===== src/rtl/btn_pkg.sv =====
// Shared constants and helpers for the push-button debounce block.
// Imported by btn_debounce and btn_debounce_ch.
package btn_pkg;

  localparam int NBTN_DEF       = 4;
  localparam int DIV_W_DEF      = 17;
  localparam int SAMPLES_DEF    = 4;
  localparam int LONG_TICKS_DEF = 768;

  // The long counter saturates at LONG_TICKS-1, so clog2(LONG_TICKS) bits hold it.
  function automatic int long_cnt_w(input int long_ticks);
    if (long_ticks <= 2) return 1;
    return $clog2(long_ticks);
  endfunction

endpackage


===== src/rtl/btn_debounce_ch.sv =====
// One button channel: sample shift register, debounced level, press/release pulses
// and, when BTN_DEBOUNCE_LONGPRESS_EN is defined, a saturating long-press counter.
module btn_debounce_ch
  import btn_pkg::*;
#(
  parameter int SAMPLES    = SAMPLES_DEF,
  parameter int LONG_TICKS = LONG_TICKS_DEF
) (
  input  logic clk_i,
  input  logic rst_i,
  input  logic tick_i,
  input  logic smp_i,
  output logic lvl_o,
  output logic press_o,
  output logic rel_o,
  output logic long_o
);

  logic [SAMPLES-1:0] sr_q, sr_d, sr_shift;
  logic               lvl_q, lvl_d;
  logic               press_q, press_d;
  logic               rel_q, rel_d;

  assign sr_shift = {sr_q[SAMPLES-2:0], smp_i};

  // Level changes only on a full run of equal samples, judged on the post-shift contents.
  always_comb begin
    sr_d    = sr_q;
    lvl_d   = lvl_q;
    press_d = 1'b0;
    rel_d   = 1'b0;
    if (tick_i) begin
      sr_d = sr_shift;
      if ((&sr_shift) && !lvl_q) begin
        lvl_d   = 1'b1;
        press_d = 1'b1;
      end else if (!(|sr_shift) && lvl_q) begin
        lvl_d = 1'b0;
        rel_d = 1'b1;
      end
    end
  end

  always_ff @(posedge clk_i or posedge rst_i) begin
    if (rst_i) begin
      sr_q    <= '0;
      lvl_q   <= 1'b0;
      press_q <= 1'b0;
      rel_q   <= 1'b0;
    end else begin
      sr_q    <= sr_d;
      lvl_q   <= lvl_d;
      press_q <= press_d;
      rel_q   <= rel_d;
    end
  end

  assign lvl_o   = lvl_q;
  assign press_o = press_q;
  assign rel_o   = rel_q;

`ifdef BTN_DEBOUNCE_LONGPRESS_EN
  localparam int CW = long_cnt_w(LONG_TICKS);
  localparam logic [CW-1:0] LAST = CW'(LONG_TICKS - 1);

  logic [CW-1:0] cnt_q, cnt_d, cnt_inc;
  logic          long_q, long_d;

  assign cnt_inc = cnt_q + CW'(1);

  // Counter stops at LAST, so the pulse fires once per held press.
  always_comb begin
    cnt_d  = cnt_q;
    long_d = 1'b0;
    if (!lvl_q) begin
      cnt_d = '0;
    end else if (tick_i && (cnt_q != LAST)) begin
      cnt_d = cnt_inc;
      if (cnt_inc == LAST) long_d = 1'b1;
    end
  end

  always_ff @(posedge clk_i or posedge rst_i) begin
    if (rst_i) begin
      cnt_q  <= '0;
      long_q <= 1'b0;
    end else begin
      cnt_q  <= cnt_d;
      long_q <= long_d;
    end
  end

  assign long_o = long_q;
`else
  assign long_o = 1'b0;
`endif

endmodule


===== src/rtl/btn_debounce.sv =====
// Push-button input path: 2-FF synchroniser, shared prescaler tick and NBTN debounce channels.
// Long-press detection is built only when BTN_DEBOUNCE_LONGPRESS_EN is defined.
module btn_debounce
  import btn_pkg::*;
#(
  parameter int NBTN       = NBTN_DEF,
  parameter int DIV_W      = DIV_W_DEF,
  parameter int SAMPLES    = SAMPLES_DEF,
  parameter int LONG_TICKS = LONG_TICKS_DEF
) (
  input  logic            CLK,
  input  logic            RST,
  input  logic [NBTN-1:0] BTN,
  output logic [NBTN-1:0] BTN_LVL,
  output logic [NBTN-1:0] BTN_PRESS,
  output logic [NBTN-1:0] BTN_REL,
  output logic [NBTN-1:0] BTN_LONG,
  output logic            TICK
);

  logic [NBTN-1:0]  sync1_q, sync2_q;
  logic [DIV_W-1:0] div_q, div_d;
  logic             tick_int;
  logic             tick_q;

  assign div_d    = div_q + DIV_W'(1);
  assign tick_int = &div_q;

  // Channels act on the internal strobe; the exported TICK is its registered copy.
  always_ff @(posedge CLK or posedge RST) begin
    if (RST) begin
      sync1_q <= '0;
      sync2_q <= '0;
      div_q   <= '0;
      tick_q  <= 1'b0;
    end else begin
      sync1_q <= BTN;
      sync2_q <= sync1_q;
      div_q   <= div_d;
      tick_q  <= tick_int;
    end
  end

  assign TICK = tick_q;

  for (genvar i = 0; i < NBTN; i++) begin : g_ch
    btn_debounce_ch #(
      .SAMPLES   (SAMPLES),
      .LONG_TICKS(LONG_TICKS)
    ) u_ch (
      .clk_i  (CLK),
      .rst_i  (RST),
      .tick_i (tick_int),
      .smp_i  (sync2_q[i]),
      .lvl_o  (BTN_LVL[i]),
      .press_o(BTN_PRESS[i]),
      .rel_o  (BTN_REL[i]),
      .long_o (BTN_LONG[i])
    );
  end

endmodule


===== config.mk =====
export PLATFORM = sky130hd
export DESIGN_NAME = btn_debounce
export DESIGN_NICKNAME = d
export VERILOG_FILES = /design/src/rtl/btn_pkg.sv /design/src/rtl/btn_debounce_ch.sv /design/src/rtl/btn_debounce.sv
export SDC_FILE = /design/constraint.sdc
export NUM_CORES = 1
export LEC_CHECK = 0
export ABC_AREA = 0
export CAP_MARGIN = 20
export CORE_MARGIN = 3
export CORE_UTILIZATION = 40
export CTS_CLUSTER_SIZE = 20
export DETAILED_ROUTE_END_ITERATION = 12
export MAX_ROUTING_LAYER = met4
export PLACE_DENSITY_LB_ADDON = 0.12
export REMOVE_ABC_BUFFERS = 1
export SYNTH_ARGS = -nofsm -noshare
export SYNTH_HDL_FRONTEND = slang
export SYNTH_SLANG_ARGS = --single-unit

===== constraint.sdc =====
create_clock -name CLK -period 2.6 [get_ports CLK]
set_input_delay 0.52 -clock CLK [delete_from_list [all_inputs] [get_ports CLK]]
set_output_delay 0.52 -clock CLK [all_outputs]
set_load 0.02 [all_outputs]

# ---- Yosys cells after proc, flatten, opt, wreduce, memory -nomap -nowiden
# Cells that the tools add are included.
dict set report word_totals {
  reg_bits 50
  word_cells 82
  in_bits 6
  output_inout_bits 17
}
dict set report classes {
  n_reduce_logical 33
  n_mux 28
  add_sub_neg 1
}
# operator count
set op_table {}
lappend op_table {{$reduce_and A18 Y1} 4}
lappend op_table {{$mux W1} 28}
lappend op_table {{$add A17 B1 Y17 const B} 1}
lappend op_table {{$reduce_and A17 Y1} 1}
lappend op_table {{$reduce_and A4 Y1} 4}
lappend op_table {{$reduce_or A4 Y1} 4}
lappend op_table {{$logic_and A1 B1 Y1} 8}
lappend op_table {{$logic_not A1 Y1} 8}
lappend op_table {{$reduce_bool A2 Y1} 4}

# ---- Logic depth before layout (Yosys ltp)
# Gate-level depths: netlist of the first run.
dict set report logic_depth {
  depth_word 6
  ltp_mapped 8
  mapped_depth_nobuf 7
}

# ---- Hierarchy
# A second synthesis of the first run with hierarchy kept.
dict set report hier_totals {
  hier_cells 156
  area_unflattened_um2 2065.7
}
# module seq_area_each_um2 area_each_um2 cells_each n_inst
set modules_own_cells {}
lappend modules_own_cells {btn_debounce_ch 150.1 260.2 21 4}
lappend modules_own_cells {btn_debounce 650.6 1024.7 72 1}

# ---- Worst setup path after synthesis of the first run
# OpenSTA, ideal clock, no wires.
dict set report synth_timing {
  path_kind {flip-flop to flip-flop}
  startpoint {register div_q[0]}
  endpoint {register g_ch[0].u_ch.sr_q[0]}
  setup_slack_ns 0.581
  period_less_slack_ns 2.019
  required_time_ns 2.475
  path_stages_with_launch 8
  n_path_buf 1
  setup_time_ns 0.125
  t_arrival_ns 1.895
  cell_sequence {dfrtp_1 ha_1 and4_1 nand2_1 nor2_1 ha_1 clkbuf_1 mux2_2}
}
dict set report synth_via {
  elab_chain_len 1
}
# element line_no
set synth_rtl {}
lappend synth_rtl {{start, declared} btn_debounce.sv:22} ;# logic [DIV_W-1:0] div_q, div_d;
lappend synth_rtl {{start signal, assigned} btn_debounce.sv:39} ;# div_q <= div_d;
lappend synth_rtl {{$reduce_and A17 Y1} btn_debounce.sv:27} ;# assign tick_int = &div_q;
lappend synth_rtl {{named net g_ch[0].u_ch.tick_i} btn_debounce_ch.sv:11} ;# input logic tick_i,
lappend synth_rtl {{end signal, assigned} btn_debounce_ch.sv:51} ;# sr_q <= sr_d;
lappend synth_rtl {{end, declared} btn_debounce_ch.sv:19} ;# logic [SAMPLES-1:0] sr_q, sr_d, sr_shift;
# The timed path passes the listed nets, and every way through them passes these cells.
# A chain may end at the register's enable or synchronous reset.

# ---- Final worst setup path of the first run
dict set report layout_timing {
  startpoint {register div_q[0]}
  endpoint {register g_ch[3].u_ch.sr_q[2]}
}
dict set report layout_via {
  elab_chain_len 1
}
# element line_no
set layout_rtl {}
lappend layout_rtl {{$reduce_and A17 Y1} btn_debounce.sv:27}
lappend layout_rtl {{named net g_ch[0].u_ch.tick_i} btn_debounce_ch.sv:11}
lappend layout_rtl {{end signal, assigned} btn_debounce_ch.sv:51}
lappend layout_rtl {{end, declared} btn_debounce_ch.sv:19}
# The timed path passes the listed nets, and every way through them passes these cells.

==> metrics.csv, run 1 <==
metric,value,unit
Post-synth EDFFs,0,
n_diodes,0,
final instance area,2310,um2
Worst Setup End Kind,flip-flop,
Seq cells post-synth,50,
WP data required,2780,ps
most frequent cell after synthesis,dfrtp_1,
met3 GRT Util,3.94,%
clk root buf,clkbuf_8,
Wirelength per Cell,12.6,um
Yosys top cell area share,61.1,%
max cap viols,0,
reg-to-reg endpoint,g_ch[3].u_ch.sr_q[2]$_DFFE_PP0P_,
nets@finish,186,
reg-to-reg startpoint,div_q[0]$_DFF_PP0_,
DP Cell Count,238,
post-CTS resize count,0,
Post-synth top cells,"50 x dfrtp_1, 16 x buf_4, 11 x nor3_1",
GPL Wtd Cong,0.804,
CTS sink count,50,
busiest grt layer,met2,
Ports,23,
Setup Skew,6.25,ps
count of final setup violators,0,
Fin. Hold Viols,0,
crit path launch,div_q[0]$_DFF_PP0_,
synthesized instance count,167,
pwr dens,587,nW/um2
die height,77.6,um
die area,6010,um2
M2 GR Usage,19.3,%
Tightest Pin Transition,527,ps
drt drc,0,
outcome,finished clean,
drt total wl,3100,um
number of global-route vias before repair,1217,
Slew HR,64.8,%
"Primary FF master, synth",dfrtp_1,
HPWL after detailed placement,2200,um
critical path's slowest cell,dfrtp_1,
leakage,0.00109,uW
initial antenna violation count,0,
GRT Util Overall,12.0,%
Crit Path Max Fanout,21,
sequential element share of the synthesized area,61.1,%
largest net degree at the start of global routing,26,
Worst Setup EP,g_ch[3].u_ch.sr_q[2]$_DFFE_PP0P_,
vias per cell,4.76,
Max IR drop VDD,272,uV
"most used cell, CP",ha_1,
number of synthesis warnings,0,
cts hold-fix bufs,0,
ranking of synthesized cells by area,"dfrtp_1 61%, buf_4 5.9%, mux2_2 5.5%",
CTS tree,done,
synthesized area,2050,um2
distinct cell type count of the synthesized netlist,25,
Clock Tree Buf Depth,2,
"Avg Cell Area, Syn",12.3,um2
Worst R2R Path Depth,7,
Vias,1167,
clock-pin slew on the worst setup and hold paths,80,ps
slowest cell delay on critical path,410,ps
worst-skew pair later-pin latency,290,ps
Startpoint Class,flip-flop,
met1 Use GR,13.7,%
minimum clock period,2010,ps
unrepaired setup endpoints after global routing,false,
Initial Utilization,42.2,%
"setup slack, reg-to-reg",590,ps
fin. max-slew vios,0,
number of setup buffers added after CTS,0,
Final Cycle Share,77.2,%
Initial DRC Count,31,
H-Tree Depth,2,
GRT overflow,0,
port bufs,18,
Routed Antenna Nets,0,
asr flop ratio synth,100,%
first drt pass iteration count,4,
die width,77.6,um
CP cell instances,ha_1 -> and4_1 -> nand2_1 -> nor2_1 -> ha_1 -> buf_4 -> mux2_2,
first-pass GRT wire length,5430,um
Setup TNS,0,ps
Synth area leader,dfrtp_1,
highest clock rate,498,MHz
Critical Path AT,2190,ps
TritonCTS buffer count,5,
kind of critical path,reg -> reg,
Rows,25,
share of layout cells above drive strength 1,16.3,%
hold crit path type,reg -> reg,
area grow syn2layout,13.0,%
final non-filler cell total,245,
Core ar.,4850,um2
fin util,47.7,%
Post-DP Area,2200,um2
worst max-delay path, delay by kind of cell, from the launching register on:
family	cells	cell delay, ps
flops	1	410
mux	1	360
simple gates	3	490
buf+inv	1	240
fa+ha+maj	2	390
per-layer routing:
| metal | share of wire [%] | wire (um) |
|---|---|---|
| met1 | 46 | 1430 |
| met2 | 49 | 1520 |
| met3 | 3.8 | 119 |
| met4 | 0.87 | 27 |
| met5 | 0 | 0 |
final cells by class:
type / instances / area, um2
fillers: 439 / 2530
flip-flops and latches: 50 / 1250
multi-input cells: 93 / 638
repair buffers: 21 / 203
well taps: 67 / 83.8
clock buffers: 6 / 82.6
clock inverters: 1 / 30.0
inverters: 7 / 26.3
cells by family (layout without fill, tap and decap cells):
logic type / Yosys count / count (layout) / synth area share (%)
AOI/OAI and AO/OA: 10 / 10 / 3.91
DFF: 50 / 50 / 61.1
xor gates and xnor gates: 14 / 14 / 5.99
adders and majority gates: 2 / 2 / 1.22
buffers and inverters: 27 / 35 / 8.31
other: 1 / 4 / 0.183
and+or+nand+nor: 53 / 53 / 13.8
muxes: 10 / 10 / 5.50
cells in the final DEF, fill, tap and decap left out:
master | Yosys | final
nand4_1 | 5 | 5
dfrtp_1 | 50 | 50
or2_2 | 2 | 2
nor2_1 | 6 | 6
bufinv_16 | 0 | 1
nand3_1 | 10 | 10
nor3b_1 | 1 | 1
and3_2 | 1 | 1
or3_2 | 4 | 4
o21ai_0 | 2 | 2
inv_1 | 7 | 6
nor3_1 | 11 | 11
and4_1 | 2 | 2
inv_2 | 0 | 1
or4_4 | 1 | 1
clkbuf_8 | 0 | 6
nand2_1 | 10 | 10
buf_4 | 16 | 3
o22a_1 | 4 | 4
mux2_2 | 10 | 10
xor2_1 | 5 | 5
conb_1 | 1 | 4
o31a_1 | 4 | 4
xnor2_1 | 9 | 9
ha_1 | 2 | 2
clkdlybuf4s50_1 | 0 | 18
report_power, final:
part | switching, uW | leakage, uW | internal (uW)
Clock | 231 | 0.0000573 | 308
Sequential | 3.23 | 0.000666 | 783
Combinational | 22.9 | 0.000363 | 10.8
Total | 257 | 0.00109 | 1100
flip-flops by register name (all words and copies together) (netlist names):
| register | count |
|---|---|
| div_q | 17 |
| g_ch.u_ch.sr_q | 12 |
| g_ch.u_ch.lvl_o | 4 |
| g_ch.u_ch.press_o | 4 |
| g_ch.u_ch.rel_o | 4 |
| sync1_q | 4 |
| sync2_q | 4 |
| TICK | 1 |
worst min-delay path by stage:
stage                      endpoint  cells after the start            startpoint
6_report       sync2_q[3]$_DFF_PP0_                      0  sync1_q[3]$_DFF_PP0_
5_1_grt        sync2_q[1]$_DFF_PP0_                      0  sync1_q[1]$_DFF_PP0_
4_1_cts        sync2_q[1]$_DFF_PP0_                      0  sync1_q[1]$_DFF_PP0_
3_5_place_dp   sync2_q[2]$_DFF_PP0_                      0  sync1_q[2]$_DFF_PP0_
3_3_place_gp   sync2_q[3]$_DFF_PP0_                      0  sync1_q[3]$_DFF_PP0_
2_1_floorplan  sync2_q[0]$_DFF_PP0_                      0  sync1_q[0]$_DFF_PP0_
through the flow:
| step | setup WS (ps) | power (uW) | hold WS [ps] |
|---|---|---|---|
| final | 593 | 1360 | 358 |
| after global routing | 474 | 1420 | 370 |
| after CTS | 584 | 1380 | 356 |
| after detailed placement | 593 | 837 | 338 |
| after global placement | 633 | 836 | 333 |
| after floorplan | 552 | 821 | 331 |
Note: power is estimated with default switching activity, not from simulation.
==> run 2: changes to the inputs <==
==> constraint.sdc (replaced) <==
create_clock -name CLK -period 1.9 [get_ports CLK]
set_input_delay 0.38 -clock CLK [delete_from_list [all_inputs] [get_ports CLK]]
set_output_delay 0.38 -clock CLK [all_outputs]
set_load 0.02 [all_outputs]
==> metrics.csv, run 2 (same netlist as run 1, synthesis figures left out) <==
metric,value,unit,change
"commonest non-fill, non-tap cell in the layout",dfrtp_1,,
Initial Utilization,42.2,%,unchanged
Setup Skew,15.1,ps,+8.86 ps
die height,77.6,um,unchanged
Worst Setup End Kind,flip-flop,,
leakage,0.00114,uW,+4.6%
Crit Path Max Fanout,5,,-76%
GRT overflow,0,,unchanged
initial antenna violation count,0,,unchanged
outcome,finished clean,,
critical path's slowest cell,dfrtp_1,,
share of layout cells above drive strength 1,22.6,%,+6.3 points
die width,77.6,um,unchanged
GPL Wtd Cong,0.773,,-3.9%
pwr dens,750,nW/um2,+28%
Hold Slack,353,ps,-5.59 ps
Critical Path AT,2010,ps,-180 ps
max reg flops,17,,unchanged
WP data required,2090,ps,-690 ps
count of final setup violators,0,,unchanged
Rows,25,,unchanged
drt drc,0,,unchanged
area grow syn2layout,20.2,%,
hold crit path type,reg -> reg,,
CP cell instances,ha_2 -> and4_1 -> nand2_2 -> nor2_4 -> ha_4 -> clkbuf_16 -> mux2_2,,
vias per cell,4.87,,+2.3%
HPWL after detailed placement,2110,um,-4.1%
Wirelength per Cell,13.0,um,+2.7%
TritonCTS buffer count,5,,unchanged
kind of critical path,reg -> reg,,
largest register by flop count,div_q,,
clock-pin slew on the worst setup and hold paths,90,ps,about the same
CTS tree,done,,
largest registers,"div_q: 17 flops, g_ch.u_ch.sr_q: 12 flops",,
number of global-route vias before repair,1242,,+2.1%
CTS sink count,50,,unchanged
largest net degree at the start of global routing,51,,+96%
Ports,23,,unchanged
"commonest non-fill, non-tap cells in the layout","50 x dfrtp_1, 18 x clkdlybuf4s50_1, 11 x nor3_1",,
unrepaired setup endpoints after global routing,false,,
Routed Antenna Nets,0,,unchanged
Core ar.,4850,um2,unchanged
nets@finish,194,,+4.3%
die area,6010,um2,unchanged
"setup slack, reg-to-reg",80,ps,-510 ps
slowest cell delay on critical path,420,ps,about the same
Initial DRC Count,59,,+90%
highest clock rate,550,MHz,+10%
cts hold-fix bufs,0,,unchanged
minimum clock period,1820,ps,-190 ps
first drt pass iteration count,4,,unchanged
drt total wl,3280,um,+6.0%
max cap viols,0,,unchanged
fin. max-slew vios,0,,unchanged
worst-skew pair later-pin latency,300,ps,about the same
clk root buf,clkbuf_8,,
Vias,1233,,+5.7%
first-pass GRT wire length,5480,um,+0.88%
Max IR drop VDD,423,uV,+56%
Clock Tree Buf Depth,2,,unchanged
Fin. Hold Viols,0,,unchanged
port bufs,18,,unchanged
Overall Power,1850,uW,+36%
Final Cycle Share,95.6,%,+18 points
H-Tree Depth,2,,unchanged
n_diodes,0,,unchanged
GRT Util Overall,12.1,%,+0.054 points
Startpoint Class,flip-flop,,
[run 2: final cells by class]
class / count / area, um2
clock buffers: 5 / 68.8
fillers: 425 / 2390
multi-input cells: 93 / 669
well taps: 67 / 83.8
repair buffers: 29 / 323
flip-flops and latches: 50 / 1250
clock inverters: 2 / 38.8
inverters: 7 / 26.3
[run 2: repair_timing]
action | CTS | global route
gates resized for setup | 0 | 8
buffers inserted | 0 | 3
endpoints found under the setup margin | 0 | 14
[run 2: worst paths after layout]
check | from | endpoint | cells after the start
hold / removal | sync1_q[2]$_DFF_PP0_ | sync2_q[2]$_DFF_PP0_ | 0
setup / recovery | div_q[0]$_DFF_PP0_ | g_ch[2].u_ch.sr_q[2]$_DFFE_PP0P_ | 7
setup reg to reg | div_q[0]$_DFF_PP0_ | g_ch[2].u_ch.sr_q[2]$_DFFE_PP0P_ | 7
min in group asynchronous | RST | div_q[14]$_DFF_PP0_ | 3
max in group asynchronous | RST | sync2_q[2]$_DFF_PP0_ | 3
hold reg to reg | sync1_q[2]$_DFF_PP0_ | sync2_q[2]$_DFF_PP0_ | 0
[run 2: power breakdown]
part / switching (uW) / internal (uW) / total [uW]
Clock: 336 / 387 / 723
Sequential: 4.28 / 1070 / 1080
Combinational: 30.6 / 16.5 / 47.0
[run 2: through the flow]
step	cells	TNS [ps]	area [um2]	setup slack [ps]	utilization, %
2_1_floorplan	150	-1530	1920	-148	-
5_1_grt	253	0	2460	0.0759	50.8
3_5_place_dp	241	0	2250	63.8	46.4
6_report	253	0	2460	82.7	50.8
3_3_place_gp	241	0	2250	87.9	46.4
4_1_cts	248	0	2360	58.0	48.6
[run 2: per-layer routing]
| metal | vias up | track usage [%] | wire length, um |
|---|---|---|---|
| li1 | 588 | - | - |
| met1 | 617 | 13.9 | 1550 |
| met2 | 23 | 19.0 | 1560 |
| met3 | 5 | 5.34 | 129 |
| met4 | 0 | 3.91 | 43 |
| met5 | - | - | 0 |
[run 2: worst max-delay path: cells and delay by family (launching register included)]
kind          cells  cell delay (ps)
buf+inv           1              160
mux               1              320
simple gates      3              420
fa+ha+maj         2              390
flops             1              420
==> run 3: changes to the inputs <==
--- a/config.mk
+++ b/config.mk
@@ -7,6 +7,8 @@
 export LEC_CHECK = 0
 export ABC_AREA = 0
 export CAP_MARGIN = 20
+export CELL_PAD_IN_SITES_DETAIL_PLACEMENT = 1
+export CELL_PAD_IN_SITES_GLOBAL_PLACEMENT = 1
 export CORE_MARGIN = 3
 export CORE_UTILIZATION = 40
 export CTS_CLUSTER_SIZE = 20
==> metrics.csv, run 3 (same netlist as run 1, synthesis figures left out) <==
metric,value,unit,change
internal power,1480,uW,+0.28%
n_diodes,0,,unchanged
Initial DRC Count,90,,+53%
nets@finish,201,,+3.6%
Critical Path AT,2010,ps,about the same
leakage,0.00118,uW,+3.8%
kind of critical path,reg -> reg,,
Worst Setup End Kind,flip-flop,,
count of final setup violators,0,,unchanged
Startpoint Class,flip-flop,,
die width,77.6,um,unchanged
Routed Antenna Nets,0,,unchanged
CTS tree,done,,
Crit Path Max Fanout,5,,unchanged
GRT overflow,0,,unchanged
fin util,52.4,%,+1.7 points
die area,6010,um2,unchanged
drt drc,0,,unchanged
TritonCTS buffer count,5,,unchanged
Sw Ratio,20.2,%,+0.13 points
area grow syn2layout,24.1,%,
Core ar.,4850,um2,unchanged
highest clock rate,551,MHz,about the same
die height,77.6,um,unchanged
WHS Path Cells,0,,unchanged
cts hold-fix bufs,0,,unchanged
Reg power frac,58.0,%,-0.3 points
Hold Slack,357,ps,+4.68 ps
"commonest non-fill, non-tap cells in the layout","50 x dfrtp_1, 18 x clkdlybuf4s50_1, 11 x nor3_1, 11 x buf_4, 10 x mux2_2",,
GRT Util Overall,14.4,%,+2.4 points
Setup Skew,10.9,ps,-4.18 ps
Final Worst Setup Slack,84.0,ps,+1.32 ps
worst-skew pair later-pin latency,300,ps,about the same
Fin. Hold Viols,0,,unchanged
Clock Tree Buf Depth,2,,unchanged
GPL Wtd Cong,0.799,,+3.4%
largest register by flop count,div_q,,
Rows,25,,unchanged
WHS Endpoint,sync2_q[2]$_DFF_PP0_,,
Overall Power,1850,uW,+0.44%
Initial Utilization,42.2,%,unchanged
H-Tree Depth,2,,unchanged
WP data required,2100,ps,about the same
reg-to-reg endpoint,g_ch[0].u_ch.lvl_o$_DFFE_PP0P_,,
largest registers,"div_q: 17 flops, g_ch.u_ch.sr_q: 12 flops",,
Vias,1305,,+5.8%
port bufs,18,,unchanged
minimum clock period,1820,ps,-1.32 ps
pwr dens,729,nW/um2,-2.8%
max cap viols,0,,unchanged
fill count,516,,+21%
Comb power frac,2.9,%,+0.4 points
HPWL after detailed placement,2610,um,+24%
drt total wl,3920,um,+19%
initial antenna violation count,0,,unchanged
critical path's slowest cell,or4_4,,
CP cell instances,buf_4 -> nand3_4 -> or4_4 -> o31a_1 -> o22a_1,,
"commonest non-fill, non-tap cell in the layout",dfrtp_1,,
hold_sp,sync1_q[2]$_DFF_PP0_,,
number of global-route vias before repair,1384,,+11%
max reg flops,17,,unchanged
reg-to-reg startpoint,div_q[0]$_DFF_PP0_,,
clock-pin slew on the worst setup and hold paths,100,ps,about the same
fin. max-slew vios,0,,unchanged
Max IR drop VDD,370,uV,-12%
post-place setup slack,-0.953,ps,-64.7 ps
Ports,23,,unchanged
Final Cycle Share,95.6,%,about the same
largest net degree at the start of global routing,19,,-63%
"setup slack, reg-to-reg",80,ps,about the same
Worst R2R Path Depth,5,,-2
Wirelength per Cell,15.0,um,+16%
CTS sink count,50,,unchanged
share of layout cells above drive strength 1,26.3,%,+3.7 points
slowest cell delay on critical path,590,ps,+170 ps
vias per cell,5.00,,+2.6%
outcome,finished clean,,
clk root buf,clkbuf_8,,
switching power,375,uW,+1.1%
hold crit path type,reg -> reg,,
first drt pass iteration count,4,,unchanged
first-pass GRT wire length,6610,um,+21%
clock power share,39.1,%,about the same
==> run 3: worst max-delay path by stage <==
| stage | startpoint | end | slack, ps | cells past startpoint |
|---|---|---|---|---|
| floorplan | div_q[0]$_DFF_PP0_ | g_ch[0].u_ch.sr_q[0]$_DFFE_PP0P_ | -150 | 6 |
| global placement | div_q[3]$_DFF_PP0_ | g_ch[3].u_ch.sr_q[0]$_DFFE_PP0P_ | 60 | 7 |
| detailed placement | div_q[3]$_DFF_PP0_ | g_ch[1].u_ch.sr_q[0]$_DFFE_PP0P_ | -1 | 7 |
| CTS | div_q[3]$_DFF_PP0_ | g_ch[1].u_ch.sr_q[0]$_DFFE_PP0P_ | 9 | 7 |
| global route | div_q[10]$_DFF_PP0_ | g_ch[0].u_ch.sr_q[2]$_DFFE_PP0P_ | -30 | 7 |
| finish | div_q[0]$_DFF_PP0_ | g_ch[0].u_ch.lvl_o$_DFFE_PP0P_ | 80 | 5 |
==> run 3: routing by layer <==
metal,GRT usage (%),wire length (um)
met5,-,0
met2,24.4,2040
met4,5.69,27
met3,4.29,124
met1,16.1,1720
==> run 3: layout make-up <==
type | count | area [um2] | share of cell area (%)
well taps | 67 | 83.8 | 3.30
inverters | 7 | 26.3 | 1.03
clock inverters | 3 | 40.0 | 1.57
flip-flops and latches | 50 | 1250 | 49.2
multi-input cells | 94 | 693 | 27.3
clock buffers | 5 | 68.8 | 2.71
repair buffers | 35 | 379 | 14.9
==> run 3: repair_timing <==
| action | in CTS | in global routing |
|---|---|---|
| gates resized for setup | 1 | 11 |
| setup buffers | 0 | 6 |
| endpoints found under the setup margin | 8 | 17 |
| pin swaps | 0 | 10 |
| cloned | 0 | 2 |
==> run 3: worst max-delay path: cells and delay by family (launching register included) <==
| kind | cells | cell delay [ps] |
|---|---|---|
| AOI/OAI and AO/OA | 2 | 520 |
| buffers and inverters | 1 | 150 |
| DFF | 1 | 380 |
| and+or+nand+nor | 2 | 670 |
==> run 3: power groups by stage <==
stage	clock network (uW)	registers, uW	logic [uW]
floorplan	0	1100	27.1
global placement	0	1100	53.1
detailed placement	0	1100	54.9
CTS	740	1080	55.0
global route	808	1080	60.5
finish	725	1080	53.1
==> run 3: stage by stage <==
| stage | TNS [ps] | area [um2] | std cells |
|---|---|---|---|
| final | 0 | 2540 | 261 |
| after global routing | -167 | 2540 | 261 |
| after CTS | 0 | 2400 | 253 |
| after detailed placement | -0.953 | 2290 | 245 |
| after global placement | 0 | 2290 | 245 |
| after floorplan | -1530 | 1920 | 150 |
